<file path="config.mk">
export PLATFORM = sky130hd
export DESIGN_NAME = data_bus_sender
export DESIGN_NICKNAME = d
export VERILOG_FILES = /design/src/rtl/data_bus_sender_pkg.sv /design/src/rtl/bus_hsk_watchdog.sv /design/src/rtl/data_bus_sender.sv
export SDC_FILE = /design/constraint.sdc
export NUM_CORES = 1
export LEC_CHECK = 0
export ABC_AREA = 1
export CAP_MARGIN = 20
export CORE_MARGIN = 3
export CORE_UTILIZATION = 46
export DETAILED_ROUTE_END_ITERATION = 6
export PLACE_DENSITY = 0.81
export REMOVE_ABC_BUFFERS = 1
export SLEW_MARGIN = 20
export SYNTH_ARGS = -nofsm -noshare
export SYNTH_HDL_FRONTEND = slang
export SYNTH_SLANG_ARGS = --single-unit
</file>
<file path="constraint.sdc">
create_clock -name aclk -period 3.8 [get_ports aclk]
set_input_delay 0.57 -clock aclk [delete_from_list [all_inputs] [get_ports aclk]]
set_output_delay 0.57 -clock aclk [all_outputs]
set_load 0.02 [all_outputs]
</file>
<file path="src/rtl/data_bus_sender_pkg.sv">
// -----------------------------------------------------------------------------
// data_bus_sender_pkg
// Shared definitions for the data bus sender: launch FSM state encoding and
// the sizing helper for the optional handshake watchdog counter.
// -----------------------------------------------------------------------------
package data_bus_sender_pkg;

   // Launch FSM states
   typedef enum logic [1:0] {
      ST_IDLE = 2'd0,
      ST_SEND = 2'd1,
      ST_DROP = 2'd2,
      ST_HOLD = 2'd3
   } state_e;

   // Counter width able to hold the value timeout_cycles itself
   function automatic int unsigned wd_cnt_width(input int unsigned timeout_cycles);
      return $clog2(timeout_cycles + 1);
   endfunction

endpackage : data_bus_sender_pkg

</file>
<file path="src/rtl/bus_hsk_watchdog.sv">
// -----------------------------------------------------------------------------
// bus_hsk_watchdog
// Saturating cycle counter with a sticky timeout flag, used to flag a
// synchronizer handshake that never completes. Only compiled when
// DATA_BUS_SENDER_WATCHDOG_EN is defined, which is also the only build that
// instantiates it.
//
// Ports:
//   clk       in   clock
//   rst_n     in   asynchronous active-low reset
//   i_clear   in   restart the count (does not clear the flag)
//   i_enable  in   count this cycle
//   o_timeout out  sticky, set when the count reaches TIMEOUT_CYCLES
// -----------------------------------------------------------------------------
`ifdef DATA_BUS_SENDER_WATCHDOG_EN
module bus_hsk_watchdog
   import data_bus_sender_pkg::*;
#(
   parameter int unsigned TIMEOUT_CYCLES = 256
) (
   input  logic clk,
   input  logic rst_n,
   input  logic i_clear,
   input  logic i_enable,
   output logic o_timeout
);

   localparam int unsigned CNT_W = wd_cnt_width(TIMEOUT_CYCLES);
   localparam logic [CNT_W-1:0] CNT_MAX = CNT_W'(TIMEOUT_CYCLES);

   logic [CNT_W-1:0] r_cnt;
   logic             r_timeout;

   // Counter saturates at the limit; the flag is set on the step that reaches it
   always_ff @(posedge clk or negedge rst_n) begin
      if (!rst_n) begin
         r_cnt     <= '0;
         r_timeout <= 1'b0;
      end else if (i_clear) begin
         r_cnt <= '0;
      end else if (i_enable && (r_cnt != CNT_MAX)) begin
         r_cnt <= r_cnt + CNT_W'(1);
         if (r_cnt == (CNT_MAX - CNT_W'(1))) begin
            r_timeout <= 1'b1;
         end
      end
   end

   assign o_timeout = r_timeout;

endmodule : bus_hsk_watchdog
`endif

</file>
<file path="src/rtl/data_bus_sender.sv">
// -----------------------------------------------------------------------------
// data_bus_sender
// Source-domain launcher for the handshake data bus crossing. Captures one
// upstream word into a launch register, requests the synchronizer and keeps
// the word stable until the synchronizer has gone busy (tready low) and come
// back idle (tready high), i.e. the destination has captured it.
//
// Optional watchdog: define DATA_BUS_SENDER_WATCHDOG_EN to count cycles spent
// outside IDLE and raise a sticky timeout_err at TIMEOUT_CYCLES. Without it,
// timeout_err is tied low.
//
// Ports:
//   aclk         in   source-domain clock
//   arstn        in   asynchronous active-low reset
//   s_tvalid     in   upstream word valid
//   s_tready     out  upstream ready (registered)
//   s_tdata      in   upstream word
//   sync_tvalid  out  request to synchronizer (registered)
//   sync_tready  in   synchronizer idle / able to accept
//   sync_tdata   out  launch register
//   busy         out  high outside IDLE (registered)
//   timeout_err  out  sticky watchdog flag
// -----------------------------------------------------------------------------
module data_bus_sender
   import data_bus_sender_pkg::*;
#(
   parameter int unsigned BUS_WIDTH      = 8,
   parameter int unsigned TIMEOUT_CYCLES = 256
) (
   input  logic                 aclk,
   input  logic                 arstn,
   input  logic                 s_tvalid,
   output logic                 s_tready,
   input  logic [BUS_WIDTH-1:0] s_tdata,
   output logic                 sync_tvalid,
   input  logic                 sync_tready,
   output logic [BUS_WIDTH-1:0] sync_tdata,
   output logic                 busy,
   output logic                 timeout_err
);

   // Reject a watchdog limit that can never be reached
   if (TIMEOUT_CYCLES == 0) begin : g_bad_timeout
      $error("data_bus_sender: TIMEOUT_CYCLES must be at least 1");
   end

   state_e               r_state;
   logic                 r_s_tready;
   logic                 r_sync_tvalid;
   logic                 r_busy;
   logic [BUS_WIDTH-1:0] r_sync_tdata;
   logic                 w_capture;

   // Upstream handshake; r_s_tready is only ever high in IDLE
   assign w_capture = (r_state == ST_IDLE) && s_tvalid && r_s_tready;

   // Launch FSM; r_s_tready doubles as the one-cycle reset-settle register
   always_ff @(posedge aclk or negedge arstn) begin
      if (!arstn) begin
         r_state       <= ST_IDLE;
         r_s_tready    <= 1'b0;
         r_sync_tvalid <= 1'b0;
         r_busy        <= 1'b0;
         r_sync_tdata  <= '0;
      end else begin
         case (r_state)
            ST_IDLE: begin
               r_s_tready <= 1'b1;
               if (w_capture) begin
                  r_sync_tdata  <= s_tdata;
                  r_sync_tvalid <= 1'b1;
                  r_s_tready    <= 1'b0;
                  r_busy        <= 1'b1;
                  r_state       <= ST_SEND;
               end
            end
            ST_SEND: begin
               if (r_sync_tvalid && sync_tready) begin
                  r_sync_tvalid <= 1'b0;
                  r_state       <= ST_DROP;
               end
            end
            // tready still high here is the pre-handshake idle, not an ack
            ST_DROP: begin
               if (!sync_tready) begin
                  r_state <= ST_HOLD;
               end
            end
            ST_HOLD: begin
               if (sync_tready) begin
                  r_busy     <= 1'b0;
                  r_s_tready <= 1'b1;
                  r_state    <= ST_IDLE;
               end
            end
            default: begin
               r_state <= ST_IDLE;
            end
         endcase
      end
   end

   assign s_tready    = r_s_tready;
   assign sync_tvalid = r_sync_tvalid;
   assign sync_tdata  = r_sync_tdata;
   assign busy        = r_busy;

`ifdef DATA_BUS_SENDER_WATCHDOG_EN
   logic w_timeout;

   // Count restarts on capture and runs for every cycle outside IDLE
   bus_hsk_watchdog #(
      .TIMEOUT_CYCLES (TIMEOUT_CYCLES)
   ) u_watchdog (
      .clk       (aclk),
      .rst_n     (arstn),
      .i_clear   (w_capture),
      .i_enable  (r_busy),
      .o_timeout (w_timeout)
   );

   assign timeout_err = w_timeout;
`else
   assign timeout_err = 1'b0;
`endif

endmodule : data_bus_sender

</file>
==> flow_summary.json, run 1 <==
{
  "yosysWarnings": 0,
  "synth_xor_area_frac": 0,
  "via_per_inst": 4.68,
  "cp_slowest_cell": "clkdlybuf4s50_1",
  "status": "complete, no violations",
  "synth-seq-cells": 13,
  "ir_worst_vdd_v": 0.000490,
  "hold_viol_final": 0,
  "chipHeight_um": 45.0,
  "cp_top_family": "buffers and inverters",
  "clk_pin_slew_ns": 0.08,
  "startpoint": "s_tready",
  "grt_max_degree": 19,
  "powerDensity_nw_per_um2": 837,
  "die_w_um": 45.0,
  "first_iter_violations": 10,
  "hpwl_um": 1070,
  "numPlacedInstances": 115,
  "drc_errors": 0,
  "grt_usage": 0.147,
  "die_area_um2": 2020,
  "layout.nets": 122,
  "wl_um": 1340,
  "rsz0062_at_grt": "no",
  "crit_buf_inv": 1,
  "via_count": 557,
  "grt_pass1_vias": 533,
  "rr_endpoint": "r_state[0]",
  "grt-ovfl-total": 0,
  "final_common_cell": "clkdlybuf4s50_1",
  "syn_area_per_cell_um2": 8.74,
  "postCtsSetupBuffers": 0,
  "gp_congestion": 0.716,
  "max-clock-path-buffers": 2,
  "finalSetupTns_ns": 0,
  "synth.area.mux_share": 0,
  "worstHoldStart": "sync_tdata[1]",
  "fp.coreArea_um2": 1370,
  "maxCapViolCount": 0,
  "rrSetupSlack_ns": 2.16,
  "maxSlewHeadroom": 0.610,
  "cts_hold_buf": 0,
  "crit_type": "reg2out",
  "cp.required_ns": 3.23,
  "reg2reg_depth": 7,
  "numCtsBuffers": 3,
  "yosys.area_share.adder": 0.0894,
  "setup_viol": 0,
  "hold_path_depth": 2,
  "finClkSkew_ns": 0.00424,
  "first_pass_iters": 3,
  "clock-sinks": 13,
  "final_cell_mix": "clkdlybuf4s50_1, nand2_1, inv_1",
  "ant_nets": 0,
  "final.period_utilization": 0.502,
  "tritoncts": "yes",
  "synth_compound_gate_area_share": 0.136,
  "synth-simple-area-share": 0.197,
  "cts_resized": 0,
  "netlist_instances": 80,
  "crit_chain": "clkdlybuf4s50_1",
  "start_kind": "flip-flop",
  "end_kind": "output port",
  "antenna_found_initial": 0,
  "portBuffers": 22,
  "fillers": 114,
  "crit_path_max_fanout": 4,
  "worstPathArrival_ns": 1.34,
  "grt_pass1_wl_um": 2180,
  "cpPeakStageDelay_ns": 0.64,
  "hold_class": "reg2reg",
  "drive_above_1_share": 0.125,
  "maxSlewViolCount": 0,
  "synth_top_family_by_area": "simple AND/OR/NAND/NOR gates",
  "finalCriticalPeriod_ns": 1.91,
  "ys_types": 15,
  "p_leak_nw": 0.487,
  "worstMarginPinSlew_ns": 0.583,
  "fmax_ghz": 0.524,
  "htree_levels": 1,
  "cts_root_buf": "clkbuf_4",
  "insertion_delay_ns": 0.27,
  "min_to": "sync_tdata[1]",
  "finalNonFillerCells": 119,
  "antennaDiodeCount": 0,
  "r2r-start": "r_state[1]",
  "avgRoutedWirePerCell_um": 11.3,
  "synth.yosys.seq_area_share": 0.465,
  "syn_area_um2": 699,
  "rows": 13,
  "floorplan.initialDensity": 0.512,
  "io_pins": 24,
  "area_growth_pct": 35.2
}
synthesized netlist by cell type:
| cell | count | area [um2] |
|---|---|---|
| nand2_1 | 18 | 67.6 |
| inv_1 | 15 | 56.3 |
| dfrtp_1 | 13 | 325 |
| o21ai_2 | 8 | 70.1 |
| nor2_1 | 7 | 26.3 |
| ha_1 | 5 | 62.6 |
| nand3_1 | 4 | 20.0 |
| a21oi_1 | 2 | 10.0 |
| o21ai_0 | 2 | 10.0 |
| buf_4 | 1 | 7.51 |
| buf_6 | 1 | 11.3 |
| conb_1 | 1 | 3.75 |
| nand3_4 | 1 | 17.5 |
| o21ai_1 | 1 | 5.00 |
| or2_2 | 1 | 6.26 |
sequential cells by signal, summed over array words and instances (netlist names):
signal,count
busy,1
r_state,2
s_tready,1
sync_tdata,8
sync_tvalid,1
power by group:
| part | internal (mW) | switching [mW] | total, mW | leakage [nW] |
|---|---|---|---|---|
| Sequential | 0.206 | 0.0479 | 0.254 | 0.160 |
| Combinational | 0.200 | 0.253 | 0.453 | 0.312 |
| Clock | 0.0405 | 0.0434 | 0.0840 | 0.0150 |
| Total | 0.447 | 0.344 | 0.791 | 0.487 |
per-layer routing:
metal / vias to the layer above / track usage / share of wire / wire length (um)
li1: 292 / - / - / -
met1: 249 / 0.167 / 0.42 / 569
met2: 14 / 0.266 / 0.52 / 696
met3: 2 / 0.0359 / 0.043 / 57
met4: 0 / 0.0468 / 0.012 / 16
met5: - / 0 / 0 / 0
area by class of cell:
cell class	count	area [um2]	area share
clock buffer	4	26.3	0.0278
inverter	15	56.3	0.0595
multi-input combinational	50	299	0.316
sequential	13	325	0.344
tap	15	18.8	0.0198
timing repair buffer	22	220	0.233
worst max path at each step:
stage               slack (ns)         end  cells after the start
detailed placement        1.94  r_state[0]                      6
finish                    1.89    s_tready                      1
global route              1.83    s_tready                      1
global placement          1.98    s_tready                      6
floorplan                 2.41    s_tready                      7
CTS                       1.89    s_tready                      1
metrics by stage:
step	util	setup slack (ns)	area, um2	hold WS [ns]	total power, mW
after floorplan	-	2.41	681	0.274	0.536
after global placement	0.673	1.98	920	0.463	0.695
after detailed placement	0.673	1.94	920	0.470	0.712
after CTS	0.692	1.89	946	0.490	0.798
after global routing	0.692	1.83	946	0.515	0.859
final	0.692	1.89	946	0.484	0.791
cell families after synthesis:
family / count (synthesis)
simple gates: 31
compound gates: 13
buf+inv: 17
fa+ha+maj: 5
flops: 13
other cells: 1
No activity file was read; power rests on OpenSTA's default activity.
==> run 2: changes to the inputs <==
--- a/config.mk
+++ b/config.mk
@@ -8,9 +8,9 @@
 export ABC_AREA = 1
 export CAP_MARGIN = 20
 export CORE_MARGIN = 3
-export CORE_UTILIZATION = 46
+export CORE_UTILIZATION = 39
 export DETAILED_ROUTE_END_ITERATION = 6
-export PLACE_DENSITY = 0.81
+export PLACE_DENSITY = 0.73
 export REMOVE_ABC_BUFFERS = 1
 export SLEW_MARGIN = 20
 export SYNTH_ARGS = -nofsm -noshare
==> constraint.sdc (replaced) <==
create_clock -name aclk -period 1.7 [get_ports aclk]
set_input_delay 0.255 -clock aclk [delete_from_list [all_inputs] [get_ports aclk]]
set_output_delay 0.255 -clock aclk [all_outputs]
set_load 0.02 [all_outputs]
==> run 2 against run 1 <==
Compared with the run above: routed wire length is 1.0% lower; critical path depth stayed put; critical endpoint unchanged; cell count is 8.4% higher; critical path type unchanged; clock-buffer cell count stayed put; combinational power is 120% higher; clock power is 130% higher; design area is 2.0% higher.
==> flow_summary.json, run 2 (same netlist as run 1, synthesis figures left out) <==
{
  "p_clk_frac": 0.108,
  "setup_ws_ns": 0.0875,
  "hpwl_um": 1070,
  "powerDensity_nw_per_um2": 1830,
  "insertion_delay_ns": 0.28,
  "via_count": 561,
  "final.period_utilization": 0.949,
  "htree_levels": 1,
  "max-clock-path-buffers": 2,
  "finalSetupTns_ns": 0,
  "largest_reg_flops": 8,
  "crit_buf_inv": 1,
  "drive_above_1_share": 0.133,
  "maxSlewHeadroom": 0.615,
  "tritoncts": "yes",
  "postCtsSetupBuffers": 0,
  "ir_worst_vdd_v": 0.000773,
  "p_comb_frac": 0.573,
  "die_area_um2": 2340,
  "cp_slowest_cell": "clkdlybuf4s50_1",
  "post-place-ws_ns": 0.264,
  "finalCriticalPeriod_ns": 1.61,
  "start_kind": "flip-flop",
  "final_common_cell": "clkdlybuf4s50_1",
  "end_kind": "output port",
  "via_per_inst": 4.35,
  "grt_pass1_wl_um": 2280,
  "utilization": 0.605,
  "final_cell_mix": "clkdlybuf4s50_1, nand2_1, inv_1",
  "finClkSkew_ns": 0.00232,
  "fillers": 142,
  "clock-sinks": 13,
  "avgRoutedWirePerCell_um": 10.3,
  "ant_nets": 0,
  "crit_path_max_fanout": 4,
  "cp_top_family": "buffers and inverters",
  "placed_area_um2": 938,
  "hold_viol_final": 0,
  "power.switching_mw": 0.759,
  "floorplan.initialDensity": 0.439,
  "worstMarginPinSlew_ns": 0.575,
  "p_leak_nw": 0.491,
  "crit_type": "reg2out",
  "antennaDiodeCount": 0,
  "maxSlewViolCount": 0,
  "grt_pass1_vias": 499,
  "io_pins": 24,
  "setup_viol": 0,
  "grt_usage": 0.124,
  "layout.nets": 123,
  "cts_hold_buf": 0,
  "hold_class": "in2async",
  "fmax_ghz": 0.620,
  "cts_resized": 0,
  "seqPwrFrac": 0.319,
  "grt_max_degree": 15,
  "worstPathArrival_ns": 1.36,
  "p_int_mw": 1.01,
  "clk_pin_slew_ns": 0.08,
  "first_iter_violations": 12,
  "crit_chain": "clkdlybuf4s50_1",
  "sw_frac_of_total": 0.430,
  "chipHeight_um": 48.4,
  "area_growth_pct": 37.9,
  "design_area_um2": 965,
  "first_pass_iters": 4,
  "gp_congestion": 0.868,
  "wl_um": 1330,
  "rsz0062_at_grt": "no",
  "numCtsBuffers": 3,
  "maxCapViolCount": 0,
  "status": "complete, no violations",
  "antenna_found_initial": 0,
  "fp.coreArea_um2": 1590,
  "drc_errors": 0,
  "die_w_um": 48.4,
  "cts_root_buf": "clkbuf_4",
  "cp.required_ns": 1.44,
  "cpPeakStageDelay_ns": 0.64,
  "grt-ovfl-total": 0,
  "portBuffers": 22,
  "holdWs_ns": 0.340,
  "rows": 14
}
run 2: changes by cell type in the layout (fill, tap and decap cells not counted):
cell	previous run	this run
buf_4	0	1
run 2: stage by stage:
stage	power, mW	cells
2_1_floorplan	1.20	78
3_3_place_gp	1.57	125
3_5_place_dp	1.59	125
4_1_cts	1.79	129
5_1_grt	1.92	129
6_report	1.77	129
run 2: power groups by stage:
stage	clock network [mW]	logic [mW]	registers [mW]
floorplan	0	0.489	0.709
global placement	0	1.00	0.568
detailed placement	0	1.02	0.573
CTS	0.202	1.02	0.568
global route	0.216	1.12	0.590
finish	0.191	1.01	0.564
run 2: final timing paths:
kind | slack, ns | end | from | cells past startpoint
max in group asynchronous | 0.98 | sync_tvalid | arstn | 1
worst max-delay path | 0.09 | s_tready | s_tready | 1
worst max register to register | 0.26 | r_state[0] | r_state[1] | 7
worst min-delay path | 0.34 | sync_tdata[2] | arstn | 1
worst min register to register | 0.49 | sync_tdata[6] | sync_tdata[6] | 2
min in group aclk | 0.49 | sync_tdata[6] | sync_tdata[6] | 2
run 2: layer usage:
layer | wire [um] | vias to the layer above | GRT usage
met1 | 579 | 251 | 0.147
met5 | 0 | - | 0
met3 | 83 | 2 | 0.0552
met2 | 648 | 14 | 0.200
li1 | - | 294 | -
met4 | 14 | 0 | 0.0427
run 2: cell type report:
type	instances	area [um2]	area share
sequential	13	325	0.337
multi-input combinational	50	299	0.310
timing repair buffer	23	228	0.236
inverter	15	56.3	0.0584
tap	24	30.0	0.0311
clock buffer	4	26.3	0.0272
==> run 3: changes to the inputs <==
--- a/config.mk
+++ b/config.mk
@@ -9,10 +9,12 @@
 export CAP_MARGIN = 20
 export CORE_MARGIN = 3
 export CORE_UTILIZATION = 39
+export CTS_CLUSTER_DIAMETER = 50
 export DETAILED_ROUTE_END_ITERATION = 6
 export PLACE_DENSITY = 0.73
 export REMOVE_ABC_BUFFERS = 1
 export SLEW_MARGIN = 20
 export SYNTH_ARGS = -nofsm -noshare
 export SYNTH_HDL_FRONTEND = slang
+export SYNTH_HIERARCHICAL = 1
 export SYNTH_SLANG_ARGS = --single-unit
==> results of run 3 <==
No change in the layout: final DEF, timing and power equal those of run 2.
Among the figures that moved: Yosys warning count 0 -> 6
